==> src/rtl/relay_framer_if.sv <==
// Signal bundle between the relay bit source, relay_framer and hi_iso14443a.
// The relay source drives mode/bit_in; the framer returns modulation and frame status.
interface relay_framer_if;
  logic [2:0] mode;
  logic       bit_in;
  logic [2:0] mod_type;
  logic       data_out;
  logic       bit_strobe;
  logic       frame_active;
  logic       frame_done;
  logic       frame_err;

  modport master (
    output mode, bit_in,
    input  mod_type, data_out, bit_strobe, frame_active, frame_done, frame_err
  );

  modport slave (
    input  mode, bit_in,
    output mod_type, data_out, bit_strobe, frame_active, frame_done, frame_err
  );
endinterface

==> src/rtl/relay_framer.sv <==
// Relay-path frame detector: divided-rate sampling into a delay line, start/end-of-frame
// matching for fake-reader / fake-tag relay, and timeout abort of over-long frames.
//   state     | meaning
//   ST_IDLE   | waiting for a start-of-frame pattern (listen modulation)
//   ST_ACTIVE | inside a frame, counting samples (modulate)
module relay_framer #(
  parameter int unsigned DIV_W          = 4,
  parameter int unsigned BUF_W          = 24,
  parameter int unsigned TAP            = 7,
  parameter logic [7:0]  READER_START   = 8'hc0,
  parameter logic [15:0] READER_END_1   = 16'h0000,
  parameter logic [15:0] READER_END_2   = 16'hc000,
  parameter logic [7:0]  TAG_START      = 8'hf0,
  parameter logic [7:0]  TAG_END        = 8'h00,
  parameter int unsigned MAX_FRAME_BITS = 4096
) (
  input logic           ck_1356meg,
  input logic           nreset,
  relay_framer_if.slave bus
);

  localparam logic [2:0]       MODE_FAKE_READER = 3'd5;
  localparam logic [2:0]       MODE_FAKE_TAG    = 3'd6;
  localparam logic [DIV_W-1:0] STROBE_AT        = DIV_W'(2 ** (DIV_W - 1));
  localparam logic [15:0]      MAX_FB           = 16'(MAX_FRAME_BITS);

  typedef enum logic {ST_IDLE, ST_ACTIVE} state_t;

  state_t             r_state, w_state_nxt;
  logic [DIV_W-1:0]   r_div_cnt;
  logic               r_bit_strobe;
  logic [2:0]         r_mode_q;
  logic [BUF_W-1:0]   r_buf, w_buf_nxt;
  logic [2:0]         r_bit_cnt, w_bit_cnt_nxt;
  logic [15:0]        r_frame_bits, w_frame_bits_nxt;
  logic               r_done, w_done_nxt;
  logic               r_err, w_err_nxt;

  logic               w_strobe;
  logic               w_relay;
  logic               w_mode_chg;
  logic [BUF_W-1:0]   w_buf_shift;
  logic [2:0]         w_bit_cnt_inc;
  logic [15:0]        w_frame_bits_inc;
  logic [7:0]         w_start_byte;
  logic               w_start_hit;
  logic               w_end_hit;

  assign w_strobe         = (r_div_cnt == STROBE_AT);
  assign w_relay          = (bus.mode == MODE_FAKE_READER) || (bus.mode == MODE_FAKE_TAG);
  assign w_mode_chg       = (bus.mode != r_mode_q);
  assign w_buf_shift      = {r_buf[BUF_W-2:0], bus.bit_in};
  assign w_bit_cnt_inc    = r_bit_cnt + 3'd1;
  assign w_frame_bits_inc = (r_frame_bits == 16'hffff) ? r_frame_bits : r_frame_bits + 16'd1;
  assign w_start_byte     = (bus.mode == MODE_FAKE_READER) ? READER_START : TAG_START;
  assign w_start_hit      = (w_buf_shift[23:0] == {16'h0000, w_start_byte});
  assign w_end_hit        = (bus.mode == MODE_FAKE_READER) ?
                            ((w_buf_shift[23:8] == READER_END_1) || (w_buf_shift[23:8] == READER_END_2)) :
                            (w_buf_shift[15:8] == TAG_END);

  always_ff @(posedge ck_1356meg or negedge nreset) begin
    if (!nreset) begin
      r_div_cnt    <= '0;
      r_bit_strobe <= 1'b0;
      r_mode_q     <= 3'd0;
      r_state      <= ST_IDLE;
      r_buf        <= '0;
      r_bit_cnt    <= 3'd0;
      r_frame_bits <= 16'd0;
      r_done       <= 1'b0;
      r_err        <= 1'b0;
    end else begin
      r_div_cnt    <= r_div_cnt + DIV_W'(1);
      r_bit_strobe <= w_strobe;
      r_mode_q     <= bus.mode;
      r_state      <= w_state_nxt;
      r_buf        <= w_buf_nxt;
      r_bit_cnt    <= w_bit_cnt_nxt;
      r_frame_bits <= w_frame_bits_nxt;
      r_done       <= w_done_nxt;
      r_err        <= w_err_nxt;
    end
  end

  always_comb begin
    w_state_nxt      = r_state;
    w_buf_nxt        = r_buf;
    w_bit_cnt_nxt    = r_bit_cnt;
    w_frame_bits_nxt = r_frame_bits;
    w_done_nxt       = 1'b0;
    w_err_nxt        = 1'b0;
    // A mode change overrides any coincident strobe: restart silently.
    if (!w_relay || w_mode_chg) begin
      w_state_nxt      = ST_IDLE;
      w_buf_nxt        = '0;
      w_bit_cnt_nxt    = 3'd0;
      w_frame_bits_nxt = 16'd0;
    end else if (w_strobe) begin
      w_buf_nxt = w_buf_shift;
      case (r_state)
        ST_IDLE: begin
          if (w_start_hit) begin
            w_state_nxt      = ST_ACTIVE;
            w_bit_cnt_nxt    = 3'd0;
            w_frame_bits_nxt = 16'd0;
          end
        end
        ST_ACTIVE: begin
          w_bit_cnt_nxt    = w_bit_cnt_inc;
          w_frame_bits_nxt = w_frame_bits_inc;
          if ((w_bit_cnt_inc == 3'd0) && w_end_hit) begin
            w_state_nxt = ST_IDLE;
            w_done_nxt  = 1'b1;
          end else if (w_frame_bits_inc == MAX_FB) begin
            w_state_nxt = ST_IDLE;
            w_err_nxt   = 1'b1;
            w_buf_nxt   = '0;
          end
        end
        default: w_state_nxt = ST_IDLE;
      endcase
    end
  end

  always_comb begin
    bus.mod_type = bus.mode;
    if (bus.mode == MODE_FAKE_READER)
      bus.mod_type = (r_state == ST_ACTIVE) ? 3'd2 : 3'd1;
    else if (bus.mode == MODE_FAKE_TAG)
      bus.mod_type = (r_state == ST_ACTIVE) ? 3'd4 : 3'd3;
  end

  assign bus.data_out     = r_buf[TAP];
  assign bus.bit_strobe   = r_bit_strobe;
  assign bus.frame_active = (r_state == ST_ACTIVE);
  assign bus.frame_done   = r_done;
  assign bus.frame_err    = r_err;

endmodule
==> src/flat_wrapper.sv <==
// flat-port wrapper written by rule: the top's interface ports become plain ports
module relay_framer_flat 
#(
  parameter int unsigned DIV_W          = 4,
  parameter int unsigned BUF_W          = 24,
  parameter int unsigned TAP            = 7,
  parameter logic [7:0]  READER_START   = 8'hc0,
  parameter logic [15:0] READER_END_1   = 16'h0000,
  parameter logic [15:0] READER_END_2   = 16'hc000,
  parameter logic [7:0]  TAG_START      = 8'hf0,
  parameter logic [7:0]  TAG_END        = 8'h00,
  parameter int unsigned MAX_FRAME_BITS = 4096
)
  (ck_1356meg, nreset, bus_mode, bus_bit_in, bus_mod_type, bus_data_out, bus_bit_strobe, bus_frame_active, bus_frame_done, bus_frame_err);
  relay_framer_if bus_i ();
  input logic ck_1356meg;
  input logic nreset;
  input wire logic [$bits(bus_i.mode)-1:0] bus_mode;
  input wire logic [$bits(bus_i.bit_in)-1:0] bus_bit_in;
  output wire logic [$bits(bus_i.mod_type)-1:0] bus_mod_type;
  output wire logic [$bits(bus_i.data_out)-1:0] bus_data_out;
  output wire logic [$bits(bus_i.bit_strobe)-1:0] bus_bit_strobe;
  output wire logic [$bits(bus_i.frame_active)-1:0] bus_frame_active;
  output wire logic [$bits(bus_i.frame_done)-1:0] bus_frame_done;
  output wire logic [$bits(bus_i.frame_err)-1:0] bus_frame_err;
  assign bus_i.mode = bus_mode;
  assign bus_i.bit_in = bus_bit_in;
  assign bus_mod_type = bus_i.mod_type;
  assign bus_data_out = bus_i.data_out;
  assign bus_bit_strobe = bus_i.bit_strobe;
  assign bus_frame_active = bus_i.frame_active;
  assign bus_frame_done = bus_i.frame_done;
  assign bus_frame_err = bus_i.frame_err;
  relay_framer #(.DIV_W(DIV_W), .BUF_W(BUF_W), .TAP(TAP), .READER_START(READER_START), .READER_END_1(READER_END_1), .READER_END_2(READER_END_2), .TAG_START(TAG_START), .TAG_END(TAG_END), .MAX_FRAME_BITS(MAX_FRAME_BITS)) u_core (.ck_1356meg(ck_1356meg), .nreset(nreset), .bus(bus_i));
endmodule
==> config.mk <==
export PLATFORM = sky130hd
export DESIGN_NAME = relay_framer_flat
export DESIGN_NICKNAME = d
export VERILOG_FILES = /design/src/rtl/relay_framer_if.sv /design/src/rtl/relay_framer.sv /design/src/flat_wrapper.sv
export SDC_FILE = /design/constraint.sdc
export NUM_CORES = 1
export LEC_CHECK = 0
export ABC_AREA = 0
export CAP_MARGIN = 20
export CORE_MARGIN = 3
export CORE_UTILIZATION = 35
export CTS_BUF_LIST = sky130_fd_sc_hd__clkbuf_8
export DETAILED_ROUTE_END_ITERATION = 8
export MAX_ROUTING_LAYER = met4
export PLACE_DENSITY_LB_ADDON = 0.08
export SLEW_MARGIN = 5
export SYNTH_ARGS = -nofsm -noshare
export SYNTH_HDL_FRONTEND = slang
export SYNTH_SLANG_ARGS = --single-unit
export TNS_END_PERCENT = 20
==> constraint.sdc <==
create_clock -name ck_1356meg -period 7.5 [get_ports ck_1356meg]
set_clock_uncertainty 0.1 [all_clocks]
set_input_delay 1.125 -clock ck_1356meg [delete_from_list [all_inputs] [get_ports ck_1356meg]]
set_output_delay 1.125 -clock ck_1356meg [all_outputs]
set_load 0.01 [all_outputs]
# After elaboration in Yosys (flattened, before gate mapping)

Cells that the tools add are included.

$add $sub $neg: 3
Multipliers: 0
Div/mod/pow operators: 0
Magnitude comparators: 0
Eq/ne operators: 9
Shift operators: 0
Multiplexer cells: 35
Bitwise logic cells: 1
Reduce and logical (&&, ||, !) cells: 10

Operators with widths:

| operator                | number |
|---|---|
| $mux W23                | 5 |
| $mux W16                | 4 |
| $eq A16 B16 Y1 const B  | 2 |
| $pmux W16 S2            | 1 |
| $eq A24 B8 Y1           | 1 |
| $mux W3                 | 6 |
| $add A16 B1 Y16 const B | 1 |
| $eq A16 B13 Y1 const B  | 1 |
| $logic_not A16 Y1       | 1 |
| $mux W1                 | 15 |
| $logic_not A8 Y1        | 1 |
| $eq A3 B3 Y1 const B    | 2 |
| $mux W6                 | 1 |
| $pmux W3 S2             | 1 |
| $add A4 B1 Y4 const B   | 1 |
| $eq A4 B4 Y1 const B    | 1 |
| $add A3 B1 Y3 const B   | 1 |
| $logic_not A3 Y1        | 1 |
| $logic_or A1 B1 Y1      | 3 |
| $ne A3 B1 Y1 const B    | 1 |
| $ne A3 B3 Y1            | 1 |
| $mux W2                 | 1 |
| $pmux W1 S2             | 1 |
| $reduce_and A2 Y1       | 1 |
| 4 further kinds         | 4 |

Bits in registers: 53
Bits in latches: 0
Memory bits (writable): 0
Bits in read-only memories: 0
Bits of input ports: 6
Output and inout bits: 8
Word-level logic and storage cells: 67
Memories: 0

# Logic depth before layout (Yosys ltp)

Gate-level depths: netlist of run 1.

Depth after elaboration: 8
Depth in mapped cells: 9
Depth with buffers taken out: 7

# Worst setup path before layout of run 1

OpenSTA, ideal clock, no wires.

Path kind: input to register
Start point: in bus_mode[0]
End point: reg u_core.r_frame_bits[6]
Setup time: 0.078 ns
Arrival: 2.706 ns
Required time: 7.322 ns
Path slack: 4.617 ns
Cell stages on the path: 6
Path buffers: 1
Cell sequence: nor4bb_1 o21ai_0 nor3_1 clkbuf_1 o21ai_0 a21oi_1

Cells in the longest elaborated chain, start to end: 6
Elaborated cells between the ends (all ways): 12
Classes of those cells: eq/ne: 5; mux: 2; reduce/logical: 5

RTL lines:

| item                                                  | RTL line           | source |
|---|---|---|
| start: declaration                                    | flat_wrapper.sv:18 | `input wire logic [$bits(bus_i.mode)-1:0] bus_mode;` |
| branches (longest 6 deep; another with $eq A24 B8 Y1) | n/a                |  |
| end signal: assignment                                | relay_framer.sv:79 | `r_frame_bits <= w_frame_bits_nxt;` |
| end: declaration                                      | relay_framer.sv:35 | `logic [15:0] r_frame_bits, w_frame_bits_nxt;` |

Several ways; the timed one is not identified.
A chain may end at the register's enable or synchronous reset.

# Worst setup path after layout of run 1

Start point: in bus_mode[1]
End point: reg u_core.r_frame_bits[11]

The elaborated chain is that of the path after synthesis.

==> flow_results.org, run 1 <==
** Pwr
- For this design the static power due to leakage is 1.35 nW.
- VDD sags by at most 0.0000642 V.
- Power density normalized to cell area :: 155 nW/um^2

** Cells and area
- 0 antenna diodes ended up in the layout.
- Layout-stage area growth over the synthesis result :: 10.4%
- Commonest cells after routing, fill and taps aside :: nand2_1 (69), dfrtp_1 (53), o21ai_0 (28)
- Fin cells :: 444
- For this run, the post-layout net count is 353.
- The library cell used most frequently in the layout, excluding fill and tap cells, is nand2_1.
- In the final layout, the share of cells above drive strength 1 is 0.0439.
- After routing the design area is 3220 um^2.
- Final core area utilization :: 0.408

** Global routing
- Global Route met3 Usage :: 0.0244
- Residual overflow from global routing :: 0
- The first global-routing pass estimated 11,600 um of wire.
- Initial antenna violation count :: 0
- After global routing, the most crowded layer is met2.
- For this run, global-route usage on met2 was measured as 0.221.
- The number of global-route vias before repair came to 2,234.
- Across every metal layer, demand over resource in global routing totals 0.150.
- Maximum number of pins on one net before global-route repair :: 54
- Met1 track utilization from global routing :: 0.216

** Synth
- Fraction of the mapped netlist area in compound gates :: 0.199
- Share of synthesized flip-flops with an asynchronous set or reset :: 1.00
- Cell types with the largest area share after synthesis :: dfrtp_1 (45%), nand2_1 (8.9%), o21ai_0 (4.8%), o21ai_1 (3.4%), nor2_1 (2.2%)
- Count of warnings emitted by yosys :: 0
- Summing every instance area after synthesis gives 2920 um^2.
- Most used flip-flop cell after synthesis :: dfrtp_1
- Number of enable-type register cells in the synthesized netlist :: 0
- Adder-cell area share of the yosys netlist :: 0.0215
- Post-Syn Instances :: 340
- Synthesized area divided by synthesized cell count :: 8.57 um^2
- Synthesis produced a netlist with a net count of 351.
- Of the total synthesized cell area, the portion taken by AND, OR, NAND and NOR gates is 0.254.
- Multiplexer share of the synthesized area :: 0.00687
- By area, the combinational part of the netlist is dominated by simple AND/OR/NAND/NOR gates.
- The share of synthesized area in the top cell type comes to 0.455.
- Synthesis inferred 53 register bits.
- After synthesis, the netlist uses 49 different library cells.
- The biggest area contributor in the post-synthesis netlist is dfrtp_1.
- Of the synthesized area, sequential elements account for 0.455.
- Of the total synthesized cell area, the portion taken by XOR and XNOR cells is 0.0210.

** STA
- Max Freq :: 0.251 GHz
- Setup-violating endpoint count in the final report :: 0
- Worst slew margin relative to its limit :: 0.421
- For the pin with the worst max-slew slack, the measured transition is 0.869 ns.
- The worst path in the final design needs a cycle of 3.98 ns, including I/O delays and setup.
- Adding up every negative setup slack in the final design gives 0 ns.
- The number of max-slew violations in the final report is 0.
- Final period util :: 0.531
- The final hold violation count came to 0.
- Final worst slack :: 3.52 ns
- Setup repair after global routing left no endpoint under its margin.

** Clock network
- Clock root buffer :: clkbuf_8
- Clock H-tree levels :: 2
- Clock latency on the worst-skew pair :: 0.31 ns
- Max Buffers Root-to-Sink :: 2
- TritonCTS clock tree :: built
- TritonCTS created 5 clock buffers.
- After clock tree synthesis, the flow added hold-fix buffers numbering 0.
- TritonCTS sink count :: 53
- After clock tree synthesis, the clock-pin slew on the worst setup and hold paths is 0.10 ns.
- Number of buffers added for setup after CTS :: 0
- Number of resized instances in the post-cts repair step :: 0

** Detailed routing
- Using the TritonRoute via totals, the vias-per-cell ratio works out to 5.47.
- In the final routed layout, each cell accounts on average for 15.3 um.
- Wires add up to 6780 um.
- Once detail routing completed, the nets flagged for antenna violations numbered 0.
- The first detailed-routing pass ran for 4 iterations.
- Via total after detailed routing :: 2,429
- After the first detailed-routing iteration, the DRC count stood at 96.
- Final routed DRC violation total :: 0

** Critical path
- STA puts the critical path data arrival time at 4.08 ns.
- Crit Path Max Fanout :: 26
- By startpoint and endpoint, the worst setup path is classified as in2reg.
- Broken down by cell family, the worst path's largest delay share belongs to compound AO/OA/AOI/OAI gates.
- The slowest stage of the critical path belongs to the cell o2111a_1.
- The critical path goes through clkdlybuf4s50_1, nor4bb_1, o2111a_1, nand2_1, a31oi_1, o21ai_0, o41ai_1.
- Required arrival time at the worst endpoint :: 7.60 ns
- Type of origin of the critical path :: input pin
- STA classifies the critical path endpoint as a flop.
- On the worst path, the slowest cell contributes a delay of 0.85 ns.
- Number of buffer and inverter stages on the critical path :: 1

** Placed design
- At the end of routability-driven placement, the weighted congestion stood at 0.811.
- The wire-length estimate of the detail-placed layout is 4600 um.
- Number of buffer cells added on primary ports :: 13
- The placed instances occupy a cell area of 3110 um^2.
- Number of cells after detailed placement :: 437
- Pre-CTS setup slack :: 3.16 ns

** Outcome
- The run finished with clean final reports.

** Hold path
- The min-delay analysis places its worst path in the category reg2reg.

** Die
- Cell Rows :: 32
- Area inside the core boundary :: 7890 um^2
- The die covers 9460 um^2.
- For this configuration, the core starts out at a cell density of 0.370.
- From bottom edge to top edge, the die measures 97.3 um.
- The die is 97.3 um wide.
- For this design the top-level I/O count stands at 14.

** Flow run
- The tool flagged a number of max-cap violations equal to 0.
layout make-up:
class / count / area [um^2]
Fill cell: 798 / 4670
Multi-Input combinational cell: 257 / 1460
Tap cell: 102 / 128
Sequential cell: 53 / 1330
Clock buffer: 5 / 68.8
Clock inverter: 2 / 38.8
Inverter: 7 / 26.3
Timing Repair Buffer: 18 / 166
report_power, final:
part | internal (W) | switching, W | leakage [nW]
sequential | 0.000286 | 0.000000328 | 0.730
clock | 0.0000990 | 0.0000956 | 0.0546
combinational | 0.00000605 | 0.0000110 | 0.563
cells in the mapped netlist (4+ instances only):
library cell and n:
nand2_1 69, dfrtp_1 53, o21ai_0 28, o21ai_1 20, nor2_1 17, clkbuf_1 16
nand3_1 12, nor4_1 10, a31oi_1 9, a21oi_1 8, nand4_1 8, inv_1 7
nor3_1 6, o31ai_1 6, ha_1 5, xnor2_1 5, and3_1 4
stage by stage:
step	hold slack, ns	total power (W)
after floorplan	0.338	0.000297
after global placement	0.356	0.000310
after detailed placement	0.364	0.000310
after CTS	0.381	0.000510
after global routing	0.398	0.000523
final	0.370	0.000498
metal layers:
metal / routed length (um) / share of wire / vias up
met5: 0 / 0 / -
met4: 83 / 0.012 / 0
met1: 3470 / 0.51 / 1159
met3: 164 / 0.024 / 7
li1: - / - / 1240
met2: 3070 / 0.45 / 23
registers in the layout, summed over array words and instances, names as in the netlist:
name                     count
u_core.bus.frame_active      1
u_core.r_mode_q              3
u_core.r_bit_cnt             3
u_core.bus.frame_done        1
u_core.bus.bit_strobe        1
u_core.r_div_cnt             4
u_core.bus.frame_err         1
u_core.r_frame_bits         16
u_core.r_buf                23
path summary, 6_finish.rpt:
check / slack, ns / from / cells past startpoint / to
setup / recovery: 3.52 / bus_mode[1] / 7 / u_core.r_frame_bits[11]
hold / removal: 0.37 / u_core.r_div_cnt[3] / 1 / u_core.r_div_cnt[3]
setup reg to reg: 3.75 / u_core.r_frame_bits[0] / 8 / u_core.r_buf[1]
hold reg to reg: 0.37 / u_core.r_div_cnt[3] / 1 / u_core.r_div_cnt[3]
max in group asynchronous: 6.00 / nreset / 2 / u_core.r_buf[15]
min in group asynchronous: 0.83 / nreset / 2 / u_core.r_mode_q[2]
worst reg2reg max path: cells and delay by family (launching register included):
kind	cells	cell delay, ns
simple gates	3	1.60
buf+inv	1	0.24
compound gates	3	0.63
flops	1	0.54
fa+ha+maj	1	0.55
logic make-up (layout without fill, tap and decap cells):
group,after synthesis,count (layout)
adders and majority gates,5,5
and+or+nand+nor,148,148
DFF,53,53
buffers and inverters,30,32
xor gates and xnor gates,7,7
AOI/OAI and AO/OA,95,95
muxes,2,2
(Power assumes the default switching activity.)
==> inputs of run 2 (changes only) <==
==> constraint.sdc (replaced) <==
create_clock -name ck_1356meg -period 3.3 [get_ports ck_1356meg]
set_clock_uncertainty 0.1 [all_clocks]
set_input_delay 0.495 -clock ck_1356meg [delete_from_list [all_inputs] [get_ports ck_1356meg]]
set_output_delay 0.495 -clock ck_1356meg [all_outputs]
set_load 0.01 [all_outputs]
==> run 2 against run 1 <==
  * First-iteration DRC count grew 36%
  * The flow now finishes with violations (hold timing)
  * Worst hold slack lost 0.37 ns
  * Total power grew 130%
  * Clock power is 130% higher
  * Cell count increased by 4.7%
  * Largest power group unchanged
  * Setup slack worse by 3.0 ns
  * Clock-buffer cell count unchanged
  * Critical endpoint is now u_core.r_buf[0]
  * Sequential power rose by 130%
  * Utilization increased by 2.0 points
  * Combinational power up 130%
==> flow_results.org, run 2 (same netlist as run 1, synthesis figures left out) <==
** Pwr
- The maximum vdd ir drop is 0.000155 V (+140%).
- Clock group share of total power :: 0.398 (+0.007)
- Cell-internal power :: 0.000893 W (+130%)
- The switching component of the power was 0.000256 W (+140%).
- Power density normalized to cell area :: 341 nW/um^2 (+120%)
- Proportion of power drawn by combinational gates :: 0.035 (about the same)
- The total power of the final layout was 0.00115 W (+130%).
- The switching part of the total was 0.223 (+0.00796).
- The standby leakage power was 1.45 nW (+7.8%).
- Fraction of power consumed by sequential logic :: 0.567 (-0.008)

** STA
- Tmin final :: 2.74 ns
- Setup repair after global routing missed its margin :: no
- The pin slew with the least headroom to its limit was 0.652 ns (-0.216 ns).
- Final period util :: 0.830
- The final-report setup violation count came to 0 (unchanged).
- Final-layout worst hold slack :: -0.00148 ns (-0.372 ns)
- The relative max-transition margin was 0.561 (+0.140).
- Final setup TNS :: 0 ns (unchanged)
- The final hold violation count was 2 (+2).
- The number of max-slew violations in the final report came to 0 (unchanged).
- Max Freq :: 0.365 GHz

** Clock network
- The number of gates resized after CTS is 0 (unchanged).
- The number of post-CTS setup repair buffers is 0 (unchanged).
- In this run the clock root is driven by a clkbuf_8.
- Max Buffers Root-to-Sink :: 2 (unchanged)
- TritonCTS clock tree :: built
- The clock transition at the registers of the reported paths came to 0.11 ns (about the same).
- Clock latency on the worst-skew pair :: 0.31 ns (about the same)
- Num CTS Buffers :: 5 (unchanged)
- The deepest level of the CTS H-tree came to 2 (unchanged).
- The count of hold-fix buffers inserted at cts came to 0 (unchanged).
- TritonCTS sink count :: 53 (unchanged)

** Detailed routing
- The detail-routed net length per standard cell came to 15.3 um (-0.17%).
- The routed wire length came to 7090 um (+4.6%).
- The initial detailed-routing violation count is 131 (+36%).
- The remaining routing DRC violations was 0 (unchanged).
- The number of vias after detailed routing came to 2,535 (+4.4%).
- First-pass iteration count of the detailed router :: 4 (unchanged)
- The detailed-route vias per instance came to 5.45 (-0.35%).
- The post-route antenna net violation count came to 0 (unchanged).

** Cells and area
- Number of nets at the end of the flow :: 373 (+5.7%)
- The post-layout utilization of the core was 0.428 (+0.0197).
- Fin area :: 3370 um^2 (+4.8%)
- The number of fill cells is 768 (-3.8%).
- Relative to the synthesized area, the layout overhead comes to 15.7%.
- Leaving out fill and tap cells, the most frequent cell in the layout is nand2_1.
- Largest registers ranked by flip-flop count :: u_core.r_buf (23), u_core.r_frame_bits (16), u_core.r_div_cnt (4)
- The non-filler instance count after layout is 465 (+4.7%).
- Commonest cells after routing, fill and taps aside :: nand2_1 (69), dfrtp_1 (53), o21ai_0 (28)
- The number of antenna cells inserted was 0 (unchanged).
- The share of layout cells above drive strength 1 is 0.0992 (+0.0553).
- Counting flops per register, the top entry is u_core.r_buf.
- The flip-flop count of the largest register after layout was 23 (unchanged).

** Global routing
- Residual overflow from global routing :: 0 (unchanged)
- The largest net degree at the start of global routing came to 38 (-30%).
- The overall track demand over capacity in global routing came to 0.155 (+0.00467).
- The number of antenna violations at the first check in global routing is 0 (unchanged).
- The number of global-route vias before repair was 2,375 (+6.3%).
- First-pass GRT wire length :: 12,000 um (+3.7%)

** Flow run
- Max-cap violation count :: 0 (unchanged)

** Critical path
- Type of destination of the critical path :: flop
- In this design, the largest share of critical-path delay is due to simple AND/OR/NAND/NOR gates.
- Number of buffer and inverter stages on the critical path :: 2 (+1)
- Delay of the slowest cell on the worst path :: 0.58 ns (-0.27 ns)
- Cell breakdown of the critical path :: nand4_2, or4_1, buf_4, and3_1, a31oi_1, nor4_4, buf_6, o21ai_0
- The worst register-to-register path begins at u_core.r_frame_bits[8].
- The critical-path maximum fanout is 20 (-23%).
- For this design, the slowest cell found on the critical path is or4_1.
- STA classifies the critical path startpoint as a flop.
- The worst setup path is of the reg2reg kind.
- The required time of the critical path was 3.44 ns (-4.16 ns).
- Launching element of the worst setup path :: u_core.r_frame_bits[8]
- The data arrival time of the worst path was 2.88 ns (-1.20 ns).

** Die
- The initial core utilization was 0.370 (unchanged).
- Number of primary I/O pins :: 14 (unchanged)
- The area of the placeable core is 7890 um^2 (unchanged).
- Die Y-Extent :: 97.3 um (unchanged)
- Cell Rows :: 32 (unchanged)
- Die outline width :: 97.3 um (unchanged)
- The die area came to 9460 um^2 (unchanged).

** Placed design
- The total of buffers placed on input and output ports came to 13 (unchanged).
- Post-detailed-placement half-perimeter wirelength :: 4980 um (+8.2%)
- Number of cells after detailed placement :: 456 (+4.3%)
- Final weighted congestion of routability-driven global placement :: 0.917 (+13%)
- Standard cell area after detailed placement :: 3250 um^2 (+4.5%)

** Outcome
- The final reports fail on hold timing.
- Outcome :: finished with violations

** Hold path
- The tightest min-delay check is of the in2async type.
run 2: power by group through the flow:
stage,Combinational (W),Clock [W],Sequential [W]
2_1_floorplan,0.0000106,0,0.000664
3_3_place_gp,0.0000411,0,0.000664
3_5_place_dp,0.0000414,0,0.000664
4_1_cts,0.0000416,0.000474,0.000652
5_1_grt,0.0000453,0.000497,0.000652
6_report,0.0000399,0.000458,0.000652
run 2: metal layers:
metal / part of all wire / global-route usage / vias to the layer above
li1: - / - / 1286
met1: 0.52 / 0.227 / 1209
met2: 0.45 / 0.230 / 36
met3: 0.029 / 0.0215 / 4
met4: 0.0055 / 0.0330 / 0
met5: 0 / - / -
run 2: final cells by class:
class / count / area, um^2 / area share
clock inverter: 3 / 43.8 / 0.0130
clock buffer: 5 / 68.8 / 0.0204
sequential: 53 / 1330 / 0.393
timing repair buffer: 38 / 317 / 0.0938
inverter: 7 / 26.3 / 0.00779
tap: 102 / 128 / 0.0378
multi-input combinational: 257 / 1460 / 0.434
run 2: worst paths after layout:
path | end | slack [ns] | cells past startpoint
max in group asynchronous | u_core.r_buf[19] | 2.28 | 2
min in group ck_1356meg | u_core.r_div_cnt[0] | 0.38 | 1
worst min register to register | u_core.r_div_cnt[0] | 0.38 | 1
worst max register to register | u_core.r_buf[0] | 0.56 | 8
worst min-delay path | u_core.r_div_cnt[2] | -0.001 | 1
worst max-delay path | u_core.r_buf[0] | 0.56 | 8
run 2: stage by stage:
stage          setup slack (ns)  hold WS (ns)
2_1_floorplan             0.750        0.0994
3_3_place_gp             0.0929         0.345
3_5_place_dp             0.0377         0.348
4_1_cts                  0.0274        0.0111
5_1_grt                   0.321        0.0252
6_report                  0.561      -0.00148
run 2: worst register-to-register path, cell delays in order (launching register included):
cell and delay (ns):
dfrtp_1 0.52, nand4_2 0.15, or4_1 0.58, buf_4 0.22, and3_1 0.22, a31oi_1 0.40
nor4_4 0.13, buf_6 0.20, o21ai_0 0.16
==> edit 1: new RTL, settings of run 1 <==
Take the reset off `r_buf` and load it in a clocked block of its own.
--- a/src/rtl/relay_framer.sv
+++ b/src/rtl/relay_framer.sv
@@ -64,7 +64,6 @@
       r_bit_strobe <= 1'b0;
       r_mode_q     <= 3'd0;
       r_state      <= ST_IDLE;
-      r_buf        <= '0;
       r_bit_cnt    <= 3'd0;
       r_frame_bits <= 16'd0;
       r_done       <= 1'b0;
@@ -74,12 +73,15 @@
       r_bit_strobe <= w_strobe;
       r_mode_q     <= bus.mode;
       r_state      <= w_state_nxt;
-      r_buf        <= w_buf_nxt;
       r_bit_cnt    <= w_bit_cnt_nxt;
       r_frame_bits <= w_frame_bits_nxt;
       r_done       <= w_done_nxt;
       r_err        <= w_err_nxt;
     end
+  end
+
+  always_ff @(posedge ck_1356meg) begin
+    r_buf <= w_buf_nxt;
   end
 
   always_comb begin
Check against the original RTL: same outputs for any inputs over 10 cycles, from zero or initial values and one cycle with nreset low; that may be too few to reach the edited logic, so the function may still have changed.
==> edit 1 against run 1 <==
Design area shrank 3.3%. Critical path depth decreased by 3. Highest routed layer unchanged. Worst setup slack gained 0.18 ns. Clock power shrank 8%. Power decreased by 4.0%. Sequential cell count stayed put. Via count shrank 6.3%. Largest power group unchanged. Area after synthesis down 1.1%. Wire length decreased by 1.3%. Critical endpoint is now bus_mod_type[1]. Die area fell by 1.0%.
==> edit 1: results (changes against run 1) <==
[global_routing]
gr-usage-all-layers=0.1518  ; +0.001405
gr-usage-met2=0.2298  ; +0.009023
met3_usage=0.02812  ; +0.003710
met1_usage=0.2070  ; -0.008940
grt_max_degree=31  ; -43%

[logic_synthesis]
async_reset_ff_frac=0.5660  ; -0.4340
yosys-top-cells-count=30 x dfrtp_1, 26 x o21ai_0, 25 x a22o_1, 23 x dfxtp_1, 22 x nor2_1
ys_seq_area_frac=0.4201  ; -0.03480
syn-num-nets=305  ; -13%
ys_types=58  ; +18%
synthTopCellsByArea=dfrtp_1 26%, dfxtp_1 16%, a22o_1 7.6%, o21ai_0 4.5%, buf_6 3.1%

[drt]
dr_wl_met3_um=197  ; +20%
wirelength_met1_mm=3.266  ; -5.8%
wl_met2_mm=3.134  ; +2.2%
drt-initial-drc-count=149  ; +55%
vias=2275  ; -6.3%
wirelength_mm=6.698  ; -1.3%

[place]
hpwl_mm=4.692  ; +2.1%
dpl_cell_area_mm2=0.003013  ; -3.1%
dp_cells=393  ; -10%
pre_cts_slack_ns=3.648  ; +0.4860 ns
gp_congestion=0.7568  ; -6.7%

[critical_path]
slowest_stage=clkdlybuf4s50_1
crit_end=bus_mod_type[1]
cpPeakStageDelay_ns=0.59  ; -0.26 ns
crit_family=buffers and inverters
endpoint_kind=output port
rrSetupSlack_ns=4.15  ; +0.40 ns
cp_max_fo=7  ; -73%
r2r-end=u_core.r_buf[13]
arrival_ns=2.58  ; -1.50 ns

[power_and_ir_drop]
ir_drop_mv=0.06464  ; +0.61%

[sta]
slew_headroom=0.3505  ; -0.07025
max_freq_mhz=263.0  ; +4.7%

[layout]
drive_gt1_frac=0.08696  ; +0.04310
fillers=802  ; +0.50%
stdcell_count=401  ; -9.7%

[min_path]
min_from=u_core.r_div_cnt[0]
min_to=u_core.r_div_cnt[0]

[outcome]
outcome=finished, final reports clean

-- edit 1: cells by family after synthesis --
kind of cell / count (synthesis) / synth area share
xor gates and xnor gates: 5 / 0.01519
muxes: 2 / 0.007378
buffers and inverters: 27 / 0.06250
AOI/OAI and AO/OA: 93 / 0.2474
DFF: 53 / 0.4201
and+or+nand+nor: 109 / 0.2257
adders and majority gates: 5 / 0.02170
-- edit 1: final cells by class --
type                       count  area, um2  area share
sequential                    53       1211      0.3891
clock inverter                 2      17.52    0.005627
multi-input combinational    214       1491      0.4791
inverter                       8      30.03    0.009646
clock buffer                   6      82.58     0.02653
timing repair buffer          16      152.6     0.04904
tap                          102      127.6     0.04100
-- edit 1: power by group --
group | internal [mW] | leakage [nW] | switching [mW]
Clock | 0.0769 | 0.0518 | 0.102
Combinational | 0.00606 | 0.629 | 0.00854
Sequential | 0.284 | 0.593 | 0.000439
Total | 0.367 | 1.27 | 0.111
==> edit 2: new RTL, flow settings as in run 1 <==
Without the edit above. `DIV_W` is set to 4 in 2 places; all go to 3.
--- a/src/rtl/relay_framer.sv
+++ b/src/rtl/relay_framer.sv
@@ -4,7 +4,7 @@
 //   ST_IDLE   | waiting for a start-of-frame pattern (listen modulation)
 //   ST_ACTIVE | inside a frame, counting samples (modulate)
 module relay_framer #(
-  parameter int unsigned DIV_W          = 4,
+  parameter int unsigned DIV_W          = 3,
   parameter int unsigned BUF_W          = 24,
   parameter int unsigned TAP            = 7,
   parameter logic [7:0]  READER_START   = 8'hc0,
--- a/src/flat_wrapper.sv
+++ b/src/flat_wrapper.sv
@@ -1,7 +1,7 @@
 // flat-port wrapper written by rule: the top's interface ports become plain ports
 module relay_framer_flat 
 #(
-  parameter int unsigned DIV_W          = 4,
+  parameter int unsigned DIV_W          = 3,
   parameter int unsigned BUF_W          = 24,
   parameter int unsigned TAP            = 7,
   parameter logic [7:0]  READER_START   = 8'hc0,
Function: changed (Yosys sat finds a counterexample within 10 cycles, from zero or initial values and one cycle with nreset low).
==> edit 2 against run 1 <==
Wire length fell by 14%. Highest routed layer unchanged. Sequential cell count down 1. Utilization decreased by 0.49 points. Synthesized cell count down 22%. Area after synthesis fell by 4.2%. Critical path type is now input port to output port. Largest cell class unchanged. Design area shrank 6.2%. First-iteration DRC count increased by 46%. Sequential share of layout area up 1.9 points. Power down 6.8%. Combinational power fell by 4%. Worst setup slack gained 0.19 ns. Hold slack lost 0.018 ns. Fmax increased by 5.1%.
==> edit 2: results (changes against run 1) <==
[logic_synthesis]
syn-num-nets=277  ; -21%
yosys-top-cells-count=52 x dfrtp_1, 25 x nor2_1, 24 x a22o_1, 20 x o21ai_0, 18 x nand2_1
ys_seq_area_frac=0.4659  ; +0.01101
yosys_warnings=0  ; unchanged
async_reset_ff_frac=1.000  ; unchanged
synthTopCellsByArea=dfrtp_1 47%, a22o_1 7.5%, o21ai_0 3.6%, nor2_1 3.4%, a21oi_1 2.9%
synth_area_per_cell_um2=10.50  ; +22%
netlist.area_leader.share=0.4659  ; +0.01101
ys_types=61  ; +24%

[critical_path]
cp_max_fo=8  ; -69%
rrSetupSlack_ns=4.71  ; +0.96 ns
arrival_ns=2.56  ; -1.52 ns
crit_family=buffers and inverters
r2r_cells=7  ; -1
slowest_stage=clkdlybuf4s50_1
r2r-start=u_core.r_frame_bits[5]
r2r-end=u_core.r_buf[21]
cpPeakStageDelay_ns=0.59  ; -0.26 ns

[sta]
slew_headroom=0.4191  ; -0.001647
whs_ns=0.3527  ; -0.01751 ns

[place]
dp_cells=365  ; -16%
hpwl_mm=3.968  ; -14%
gp_congestion=0.7713  ; -4.9%
placement.io_buffers=13  ; unchanged
pre_cts_slack_ns=3.728  ; +0.5656 ns
dpl_cell_area_mm2=0.002927  ; -5.9%

[min_path]
min_to=u_core.r_div_cnt[0]
hold_path_depth=1  ; unchanged
min_from=u_core.r_div_cnt[0]

[global_routing]
grt_pass1_wl_mm=10.21  ; -12%
grt_pass1_vias=1956  ; -12%
antenna_found_initial=0  ; unchanged
gr-usage-all-layers=0.1459  ; -0.004538
grt_max_degree=53  ; -1.9%

[layout]
nets=284  ; -20%
fillers=750  ; -6.0%
drive_gt1_frac=0.1350  ; +0.09118
multi_input_area_mm2=0.001328  ; -9.3%
top_regs=u_core.r_buf (23), u_core.r_frame_bits (16)

[drt]
dr_wl_met3_um=158  ; -3.7%
wirelength_met1_mm=3.126  ; -9.9%
wirelength_mm=5.811  ; -14%
drt-vias-per-instance=5.480  ; +0.17%
wl_per_cell_um=15.58  ; +2.0%
drt-initial-drc-count=140  ; +46%
firstDrtPassIters=4  ; unchanged
wl_met2_mm=2.484  ; -19%
highest_layer=met4

[outcome]
outcome=finished, final reports clean

[clock_network]
ctsLongestPathBuffers=2  ; unchanged
clk_pin_slew_worst_paths_ns=0.09
clk_latency_ns=0.31  ; about the same

[power_and_ir_drop]
ir_drop_mv=0.07664  ; +19%
p_leak_nw=1.262  ; -6.3%

edit 2: logic make-up after synthesis:
group | Yosys count | share of synthesized area
multiplexers | 1 | 0.004032
buffers and inverters | 23 | 0.05869
XOR/XNOR | 9 | 0.02823
AO/OA/AOI/OAI | 87 | 0.2312
AND/OR/NAND/NOR | 89 | 0.1895
adder cells (fa/ha/maj) | 5 | 0.02240
flip-flops | 52 | 0.4660
edit 2: worst max-delay path by stage:
| stage | start | to | slack, ns |
|---|---|---|---|
| 2_1_floorplan | bus_mode[1] | u_core.r_frame_bits[5] | 4.67 |
| 3_3_place_gp | bus_mode[2] | bus_mod_type[1] | 3.73 |
| 3_5_place_dp | bus_mode[1] | u_core.r_frame_bits[0] | 3.73 |
| 4_1_cts | bus_mode[1] | bus_mod_type[2] | 3.71 |
| 5_1_grt | bus_mode[1] | bus_mod_type[2] | 3.57 |
| 6_report | bus_mode[1] | bus_mod_type[2] | 3.71 |
edit 2: worst reg2reg max path: stages (launching register included):
cell      delay [ns]
dfrtp_1         0.55
and4_1          0.47
and3_4          0.29
nand4_1         0.13
xor2_1          0.20
o2111a_2        0.17
a31oi_4         0.59
a22o_2          0.25
edit 2: cell type report:
class	instances	share of cell area
well taps	99	0.04104
clock buffers	5	0.02280
repair buffers	16	0.04892
flip-flops and latches	52	0.4312
clock inverters	3	0.007463
inverters	7	0.008706
multi-input cells	191	0.4399
edit 2: metal layers:
metal  up-vias  global-route usage
met2        27              0.1959
li1       1009                   -
met1      1003              0.2272
met5         -                   -
met3         5             0.02368
met4         0             0.03245
edit 2: power breakdown:
part           switching (mW)  internal [mW]
clock network          0.0996         0.0672
registers            0.000323          0.281
logic                  0.0105        0.00582
